==> config.mk <==
export PLATFORM = sky130hd
export DESIGN_NAME = multi_cycle_ctrl
export DESIGN_NICKNAME = d
export VERILOG_FILES = /design/src/rtl/multi_cycle_ctrl.sv
export SDC_FILE = /design/constraint.sdc
export NUM_CORES = 1
export LEC_CHECK = 0
export ABC_AREA = 1
export CAP_MARGIN = 20
export CORE_ASPECT_RATIO = 0.75
export CORE_MARGIN = 3
export CORE_UTILIZATION = 43
export DETAILED_ROUTE_END_ITERATION = 10
export GPL_ROUTABILITY_DRIVEN = 0
export GPL_TIMING_DRIVEN = 0
export PLACE_DENSITY = 0.79
export SLEW_MARGIN = 5
export SYNTH_ARGS = -nofsm -noshare
export SYNTH_HDL_FRONTEND = slang
export SYNTH_SLANG_ARGS = --single-unit
==> constraint.sdc <==
create_clock -name clk -period 2.31 [get_ports clk]
set_input_delay 0.693 -clock clk [delete_from_list [all_inputs] [get_ports clk]]
set_output_delay 0.693 -clock clk [all_outputs]
set_load 0.03 [all_outputs]
==> src/rtl/multi_cycle_ctrl.sv <==
// multi_cycle_ctrl: multi-cycle MIPS-subset control FSM with a fixed-latency MDU wait state
// Ports: clk, reset (asynchronous, active-low); op/funct/ALUFlag decode inputs;
//   pcWrite/irWrite/regWrite/memWrite write enables; mduStart/mduOp/mduBusy MDU control;
//   regDst/regSrc/ALUSrc/ALUCtrl/EXTCtrl/NPCCtrl datapath selects; state; instrDone.
module multi_cycle_ctrl #(
    parameter int MULT_CYCLES = 5,
    parameter int DIV_CYCLES  = 10,
    parameter int ALU_W       = 5
) (
    input  logic             clk,
    input  logic             reset,
    input  logic [5:0]       op,
    input  logic [5:0]       funct,
    input  logic             ALUFlag,
    output logic             pcWrite,
    output logic             irWrite,
    output logic             regWrite,
    output logic             memWrite,
    output logic             mduStart,
    output logic             mduOp,
    output logic             mduBusy,
    output logic [1:0]       regDst,
    output logic [1:0]       regSrc,
    output logic             ALUSrc,
    output logic [ALU_W-1:0] ALUCtrl,
    output logic             EXTCtrl,
    output logic [1:0]       NPCCtrl,
    output logic [2:0]       state,
    output logic             instrDone
);
    typedef enum logic [2:0] {
        S_FETCH  = 3'd0,
        S_DECODE = 3'd1,
        S_EXE    = 3'd2,
        S_MEM    = 3'd3,
        S_WB     = 3'd4,
        S_MDU    = 3'd5
    } state_t;

    localparam logic [ALU_W-1:0] ALU_ADD = ALU_W'(0);
    localparam logic [ALU_W-1:0] ALU_SUB = ALU_W'(1);
    localparam logic [ALU_W-1:0] ALU_OR  = ALU_W'(2);
    localparam logic [ALU_W-1:0] ALU_LUI = ALU_W'(3);

    state_t     state_q, state_d;
    logic [7:0] cnt_q, cnt_d;
    logic       pc_w, ir_w, rw_w, mw_w, start_w, done_w;

    logic r_type, is_addu, is_subu, is_jr, is_mult, is_div, is_mfhi, is_mflo;
    logic is_ori, is_lui, is_lw, is_sw, is_beq, is_j, is_jal, is_jump, is_nop;

    assign r_type  = op == 6'b000000;
    assign is_addu = r_type && funct == 6'b100001;
    assign is_subu = r_type && funct == 6'b100011;
    assign is_jr   = r_type && funct == 6'b001000;
    assign is_mult = r_type && funct == 6'b011000;
    assign is_div  = r_type && funct == 6'b011010;
    assign is_mfhi = r_type && funct == 6'b010000;
    assign is_mflo = r_type && funct == 6'b010010;
    assign is_ori  = op == 6'b001101;
    assign is_lui  = op == 6'b001111;
    assign is_lw   = op == 6'b100011;
    assign is_sw   = op == 6'b101011;
    assign is_beq  = op == 6'b000100;
    assign is_j    = op == 6'b000010;
    assign is_jal  = op == 6'b000011;
    assign is_jump = is_j || is_jal || is_jr;
    assign is_nop  = !(is_jump || is_addu || is_subu || is_mult || is_div || is_mfhi || is_mflo ||
                       is_ori || is_lui || is_lw || is_sw || is_beq);

    always_comb begin
        state_d = S_FETCH;
        cnt_d   = '0;
        pc_w    = 1'b0;
        ir_w    = 1'b0;
        rw_w    = 1'b0;
        mw_w    = 1'b0;
        start_w = 1'b0;
        done_w  = 1'b0;
        mduOp   = 1'b0;
        regDst  = 2'd0;
        regSrc  = 2'd0;
        ALUSrc  = 1'b0;
        ALUCtrl = ALU_ADD;
        EXTCtrl = 1'b0;
        NPCCtrl = 2'd0;
        case (state_q)
            S_FETCH: begin
                ir_w    = 1'b1;
                pc_w    = 1'b1;
                state_d = S_DECODE;
            end
            S_DECODE: begin
                pc_w    = is_jump;
                NPCCtrl = is_jr ? 2'd3 : is_jump ? 2'd2 : 2'd0;
                rw_w    = is_jal;
                regDst  = is_jal ? 2'd2 : 2'd0;
                regSrc  = is_jal ? 2'd2 : 2'd0;
                done_w  = is_jump || is_nop;
                state_d = (is_jump || is_nop) ? S_FETCH : S_EXE;
            end
            S_EXE: begin
                if (is_beq) begin
                    ALUCtrl = ALU_SUB;
                    pc_w    = ALUFlag;
                    NPCCtrl = 2'd1;
                    done_w  = 1'b1;
                end else if (is_lw || is_sw) begin
                    ALUSrc  = 1'b1;
                    EXTCtrl = 1'b1;
                    state_d = S_MEM;
                end else if (is_mult || is_div) begin
                    start_w = 1'b1;
                    mduOp   = is_div;
                    // Loaded with N-1 so that S_MDU occupies exactly N cycles.
                    cnt_d   = is_div ? 8'(DIV_CYCLES - 1) : 8'(MULT_CYCLES - 1);
                    state_d = S_MDU;
                end else if (!is_nop && !is_jump) begin
                    state_d = S_WB;
                end
            end
            S_MEM: begin
                mw_w    = is_sw;
                done_w  = is_sw;
                state_d = is_lw ? S_WB : S_FETCH;
            end
            S_WB: begin
                rw_w    = 1'b1;
                done_w  = 1'b1;
                regDst  = (is_addu || is_subu || is_mfhi || is_mflo) ? 2'd1 : 2'd0;
                regSrc  = is_lw ? 2'd1 : (is_mfhi || is_mflo) ? 2'd3 : 2'd0;
                ALUSrc  = is_ori || is_lui;
                ALUCtrl = is_ori ? ALU_OR : is_lui ? ALU_LUI : ALU_ADD;
                mduOp   = is_mflo;
            end
            S_MDU: begin
                done_w  = cnt_q == 8'd0;
                cnt_d   = cnt_q == 8'd0 ? 8'd0 : cnt_q - 8'd1;
                state_d = cnt_q == 8'd0 ? S_FETCH : S_MDU;
            end
            default: ;
        endcase
    end

    always_ff @(posedge clk or negedge reset) begin
        if (!reset) begin
            state_q <= S_FETCH;
            cnt_q   <= '0;
        end else begin
            state_q <= state_d;
            cnt_q   <= cnt_d;
        end
    end

    // Reset forces state to S_FETCH, whose enables must still be masked while reset is low.
    assign pcWrite   = reset && pc_w;
    assign irWrite   = reset && ir_w;
    assign regWrite  = reset && rw_w;
    assign memWrite  = reset && mw_w;
    assign mduStart  = reset && start_w;
    assign instrDone = reset && done_w;
    assign mduBusy   = state_q == S_MDU;
    assign state     = state_q;
endmodule
# Yosys cells after proc, flatten, opt, wreduce, memory -nomap -nowiden
# Index checks and enable logic that the tools add are counted.
word_totals:
  out_inout_bits: 24
  mem_count: 0
  input_bits: 15
  romBits: 0
  ff_bits: 11
  mem_bits_rw: 0
  latchBits: 0
  wordCells: 109
classes:
  mul: 0
  n_div: 0
  shifts: 0
  n_bitwise: 0
  add_sub_neg: 1
  n_reduce_logical: 40
  magnitude_cmp: 0
  mux: 47
  eq_ne: 19
ops:
  columns: ["operator", "n"]
  rows:
  - ["6-bit by 5-bit equality test with 1-bit output (second input constant)", 4]
  - ["6-bit equality test (second input constant)", 4]
  - ["1-bit logical OR", 21]
  - ["6-bit by 4-bit equality test with 1-bit output (second input constant)", 3]
  - ["3-bit 2-to-1 mux", 6]
  - ["1-bit 2-to-1 mux", 17]
  - ["2-bit 2-to-1 mux", 8]
  - ["4-bit 2-to-1 mux", 4]
  - ["2-bit one-hot mux with 2 select lines", 4]
  - ["8-bit one-hot mux with 2 select lines", 1]
  - ["3-bit one-hot mux with 5 select lines", 1]
  - ["1-bit logical AND", 14]
  - ["6-bit by 2-bit equality test with 1-bit output (second input constant)", 2]
  - ["8-bit logical NOT", 1]
  - ["8-bit 2-to-1 mux", 1]
  - ["8-bit by 1-bit subtractor with 8-bit output (second input constant)", 1]
  - ["3-bit by 2-bit equality test with 1-bit output (second input constant)", 2]
  - ["3-bit equality test (second input constant)", 2]
  - ["6-bit by 3-bit equality test with 1-bit output (second input constant)", 1]
  - ["6-bit logical NOT", 1]
  - ["1-bit one-hot mux with 2 select lines", 3]
  - ["1-bit one-hot mux with 5 select lines", 1]
  - ["3-bit by 1-bit equality test with 1-bit output (second input constant)", 1]
  - ["3-bit logical NOT", 1]
  - ["other kinds (2)", 3]

# Depth between registers and ports, before layout
logic_depth:
  ltp_word: 20
  depth_mapped: 8
  depth_no_buf: 8

# Worst setup path after synthesis
# Ideal clock, no wire load.
synth_timing:
  path_type: "reg2out"
  start: "register state_q[2] (netlist: state[2])"
  end: "output ALUCtrl[0]"
  t_arrival_ns: 1.965
  setup_slack_ns: -0.348
  path_buffers: 0
  required_time_ns: 1.617
  path_stages_with_launch: 7
  path_cell_list: "dfrtp_1 > inv_1 > nor3_1 > inv_1 > nor2_1 > inv_1 > o21ai_2"
synth_via:
  elab_chain_cells: 2
  word_cells_on_any_way: 3
  cone_classes: "2 x eq/ne; 1 x mux"
synth_rtl:
  columns: ["item", "line", "rtl"]
  rows:
  - ["start, declared", "45", "state_t state_q, state_d;"]
  - ["start signal, assigned", "150", "state_q <= state_d;"]
  - ["3-bit equality test or 3-bit by 2-bit equality test with 1-bit output (tied branches)", "87", "case (state_q)"]
  - ["2-bit one-hot mux with 2 select lines (*)", "87", null]
  - ["end, declared", "25", "output logic [ALU_W-1:0] ALUCtrl,"]
# Mark *: on every way between the ends. The rest lies on a longest branch, timed or not.

# Final worst setup path
layout_timing:
  start: "register state_q[1] (netlist: state[1])"
  end: "output mduStart"
layout_via:
  elab_chain_cells: 3
layout_rtl:
  columns: ["item", "line", "rtl"]
  rows:
  - ["3-bit by 2-bit equality test with 1-bit output", "87", null]
  - ["1-bit 2-to-1 mux", "87", null]
  - ["1-bit logical AND", "160", "assign mduStart = reset && start_w;"]
  - ["end, declared", "19", "output logic mduStart,"]
# No other way between the ends.

==> impl_metrics.env <==
export IMPL_synthXorXnorAreaFrac=0.0354
export IMPL_synth_mux_area_frac=0
export IMPL_dpl_hpwl_mm=2.48
export IMPL_synth_compound_area_share=0.0999
export IMPL_hold_viol_final=0
export IMPL_fin_skew_ns=0.00638
export IMPL_slew_viol_final=0
export IMPL_postCtsHoldBufs=0
export IMPL_swShare=0.437
export IMPL_route_antenna_remaining_nets=0
export IMPL_grt_ovfl_total=0
export IMPL_syn_inst=154
export IMPL_peakVddDrop_uv=307
export IMPL_outcome="finished with violations"
export IMPL_via_per_inst=5.80
export IMPL_grt_max_degree=14
export IMPL_syn_avg_cell_area_um2=6.43
export IMPL_drc=0
export IMPL_htree_levels=1
export IMPL_numCtsBuffers=3
export IMPL_drive_above_1_share=0.548
export IMPL_wl_mm=4.56
export IMPL_cp_start_kind="register"
export IMPL_fin_util=0.883
export IMPL_cts_tree="done"
export IMPL_dp_slack_ns=-1.33
export IMPL_crit_arrival_ns=1.86
export IMPL_crit_path_frequent_cell="inv_2"
export IMPL_first_pass_iters=8
export IMPL_clkTransAtPathRegs_ns=0.08
export IMPL_setup_ws_ns=-0.245
export IMPL_setup_viol=13
export IMPL_cp_slowest_cell="dfrtp_2"
export IMPL_ys_seq_area_frac=0.278
export IMPL_clockPowerShare=0.188
export IMPL_area_growth_pct=86.0
export IMPL_synth_simple_area_share=0.444
export IMPL_fmax_mhz=391
export IMPL_endpoint_kind="output pin"
export IMPL_worstSetupPathType="register to output pin"
export IMPL_synth_area_leader_cell="dfrtp_1"
export IMPL_cts_max_path_buffers=2
export IMPL_synthAdderAreaFrac=0.0253
export IMPL_yosysWarnings=0
export IMPL_row_count=14
export IMPL_p_per_area_mw_per_mm2=404
export IMPL_port_buffers=35
export IMPL_whs_ns=0.220
export IMPL_worstHoldPathType="input pin to async pin"
export IMPL_nets=239
export IMPL_violations="setup timing"
export IMPL_pin_count=39
export IMPL_post_route_period_util=1.11
export IMPL_critPathTopFamily="simple AND/OR/NAND/NOR gates"
export IMPL_power_uw=744
export IMPL_clock_sinks=11
export IMPL_ctsRootBufferMaster="clkbuf_4"
export IMPL_maxCapViolCount=0
export IMPL_dp_cells=215
export IMPL_die_h_um=47.6
export IMPL_power_frac_comb=0.506
export IMPL_stdcell_count=245
export IMPL_synth_area_um2=990
export IMPL_required_ns=1.62
export IMPL_wl_per_cell_um=18.6
export IMPL_grt_usage=0.274
export IMPL_drt_iter0_markers=126
export IMPL_crit_chain="inv_2, nor3_4, inv_2, nor3b_4, nand2_2, nor2_2, buf_6"
export IMPL_grt_setup_unrepaired="yes"
export IMPL_grt_pass1_wl_mm=5.79
export IMPL_finalCriticalPeriod_ns=2.56
export IMPL_synth_top_family_by_area="simple AND/OR/NAND/NOR gates"
export IMPL_seqPwrFrac=0.306
export IMPL_antennaDiodeCount=0
export IMPL_grt_antenna_before_repair=0
export IMPL_die_x_um=61.4
export IMPL_yosys_area_top_type_share=0.278
export IMPL_grt_pass1_vias=1247
export IMPL_cp_num_buf_inv=3
export IMPL_synthDistinctLibCells=25
export IMPL_p_switching_uw=326
export IMPL_clk_latency_ns=0.28
export IMPL_power_leakage_nw=0.945
export IMPL_p_int_uw=419
export IMPL_path_max_fanout=6
export IMPL_ys_top_cells_by_area="dfrtp_1 (28%), nand2_1 (12%), nor2_1 (12%), inv_1 (8.3%), nand3_1 (7.1%)"
export IMPL_critical_path_max_stage_delay_ns=0.48
export IMPL_die_area_mm2=0.00292
export IMPL_vias=1420
export IMPL_start_util=0.475
export IMPL_ys_ff_latch=11
export IMPL_coreArea_mm2=0.00208
[metal layers]
layer	GRT usage	share of wire
met1	0.349	0.39
met2	0.451	0.48
met3	0.0566	0.090
met4	0.131	0.039
met5	0	0
[synthesized netlist by cell type]
master / count
nand2_1: 32
nor2_1: 31
inv_1: 22
nand3_1: 14
dfrtp_1: 11
o21ai_0: 8
a21oi_1: 5
nor3_1: 4
buf_4: 3
xor2_1: 3
ha_1: 2
inv_2: 2
nand3b_1: 2
nand4_1: 2
nor3_4: 2
o21ai_2: 2
a21o_2: 1
conb_1: 1
nand2_2: 1
nor2_4: 1
nor3_2: 1
nor3b_4: 1
nor4_1: 1
o21a_1: 1
xnor2_1: 1
[cell type report]
type | instances | area, um2
multi-input cells | 118 | 845
repair buffers | 61 | 542
flip-flops and latches | 11 | 279
fillers | 99 | 244
inverters | 24 | 96.3
well taps | 24 | 30.0
clock buffers | 4 | 26.3
plain buffers | 3 | 22.5
[state kept, by name, indices dropped and copies added, names as in the netlist]
signal	flops
cnt_q	8
state	3
[timing repair]
item | in CTS | in global routing
resized for setup | 199 | 46
hold endpoints to repair | 0 | 0
pin swaps | 25 | 18
setup endpoints to repair | 18 | 17
buffers inserted | 15 | 12
[logic make-up (layout without fill, tap and decap cells)]
logic type / count (synthesis) / in the layout
buffers and inverters: 27 / 92
adders and majority gates: 2 / 2
and+or+nand+nor: 92 / 92
AOI/OAI and AO/OA: 17 / 17
other: 1 / 3
xor gates and xnor gates: 4 / 4
DFF: 11 / 11
[worst paths after layout]
path / depth (start not counted) / endpoint / slack [ns] / start
hold reg to reg: 1 / cnt_q[0]$_DFF_PN0_ / 0.51 / cnt_q[0]$_DFF_PN0_
setup reg to reg: 6 / state[2]$_DFF_PN0_ / 0.48 / cnt_q[0]$_DFF_PN0_
setup / recovery: 7 / mduStart / -0.25 / state[1]$_DFF_PN0_
hold / removal: 1 / cnt_q[7]$_DFF_PN0_ / 0.22 / reset
min in group clk: 1 / cnt_q[0]$_DFF_PN0_ / 0.51 / cnt_q[0]$_DFF_PN0_
max in group asynchronous: 1 / state[2]$_DFF_PN0_ / 1.93 / reset
[per-stage QoR]
step | setup TNS [ns] | cell area, um2
final | -1.68 | 1840
after global routing | -2.36 | 1840
after CTS | -0.803 | 1650
after detailed placement | -17.87 | 1440
after global placement | -17.16 | 1440
after floorplan | 0 | 1050
[cell usage in the layout, fill, tap and decap left out, types with 3 or more instances in the layout]
cell             synthesis  layout
nor2_4                   1      12
o21ai_0                  8       4
inv_2                    2       8
nand2_2                  1       7
nand3_1                 14       9
clkbuf_4                 0       4
buf_4                    3      33
xor2_1                   3       3
nor3_4                   2       5
o21ai_2                  2       5
nor2_1                  31      16
nor2_2                   0       4
buf_6                    0      20
dfrtp_2                  0       3
buf_2                    0       3
inv_1                   22      14
clkdlybuf4s50_1          0       4
nand2_1                 32      24
dfrtp_1                 11       8
conb_1                   1       3
nand3_2                  0       3
[power by group through the flow]
stage | Sequential [mW] | Combinational, mW | Clock (mW)
2_1_floorplan | 0.243 | 0.152 | 0
3_3_place_gp | 0.224 | 0.276 | 0
3_5_place_dp | 0.227 | 0.280 | 0
4_1_cts | 0.227 | 0.314 | 0.137
5_1_grt | 0.229 | 0.394 | 0.149
6_report | 0.227 | 0.377 | 0.140
Power figures use the tool's default switching activity.
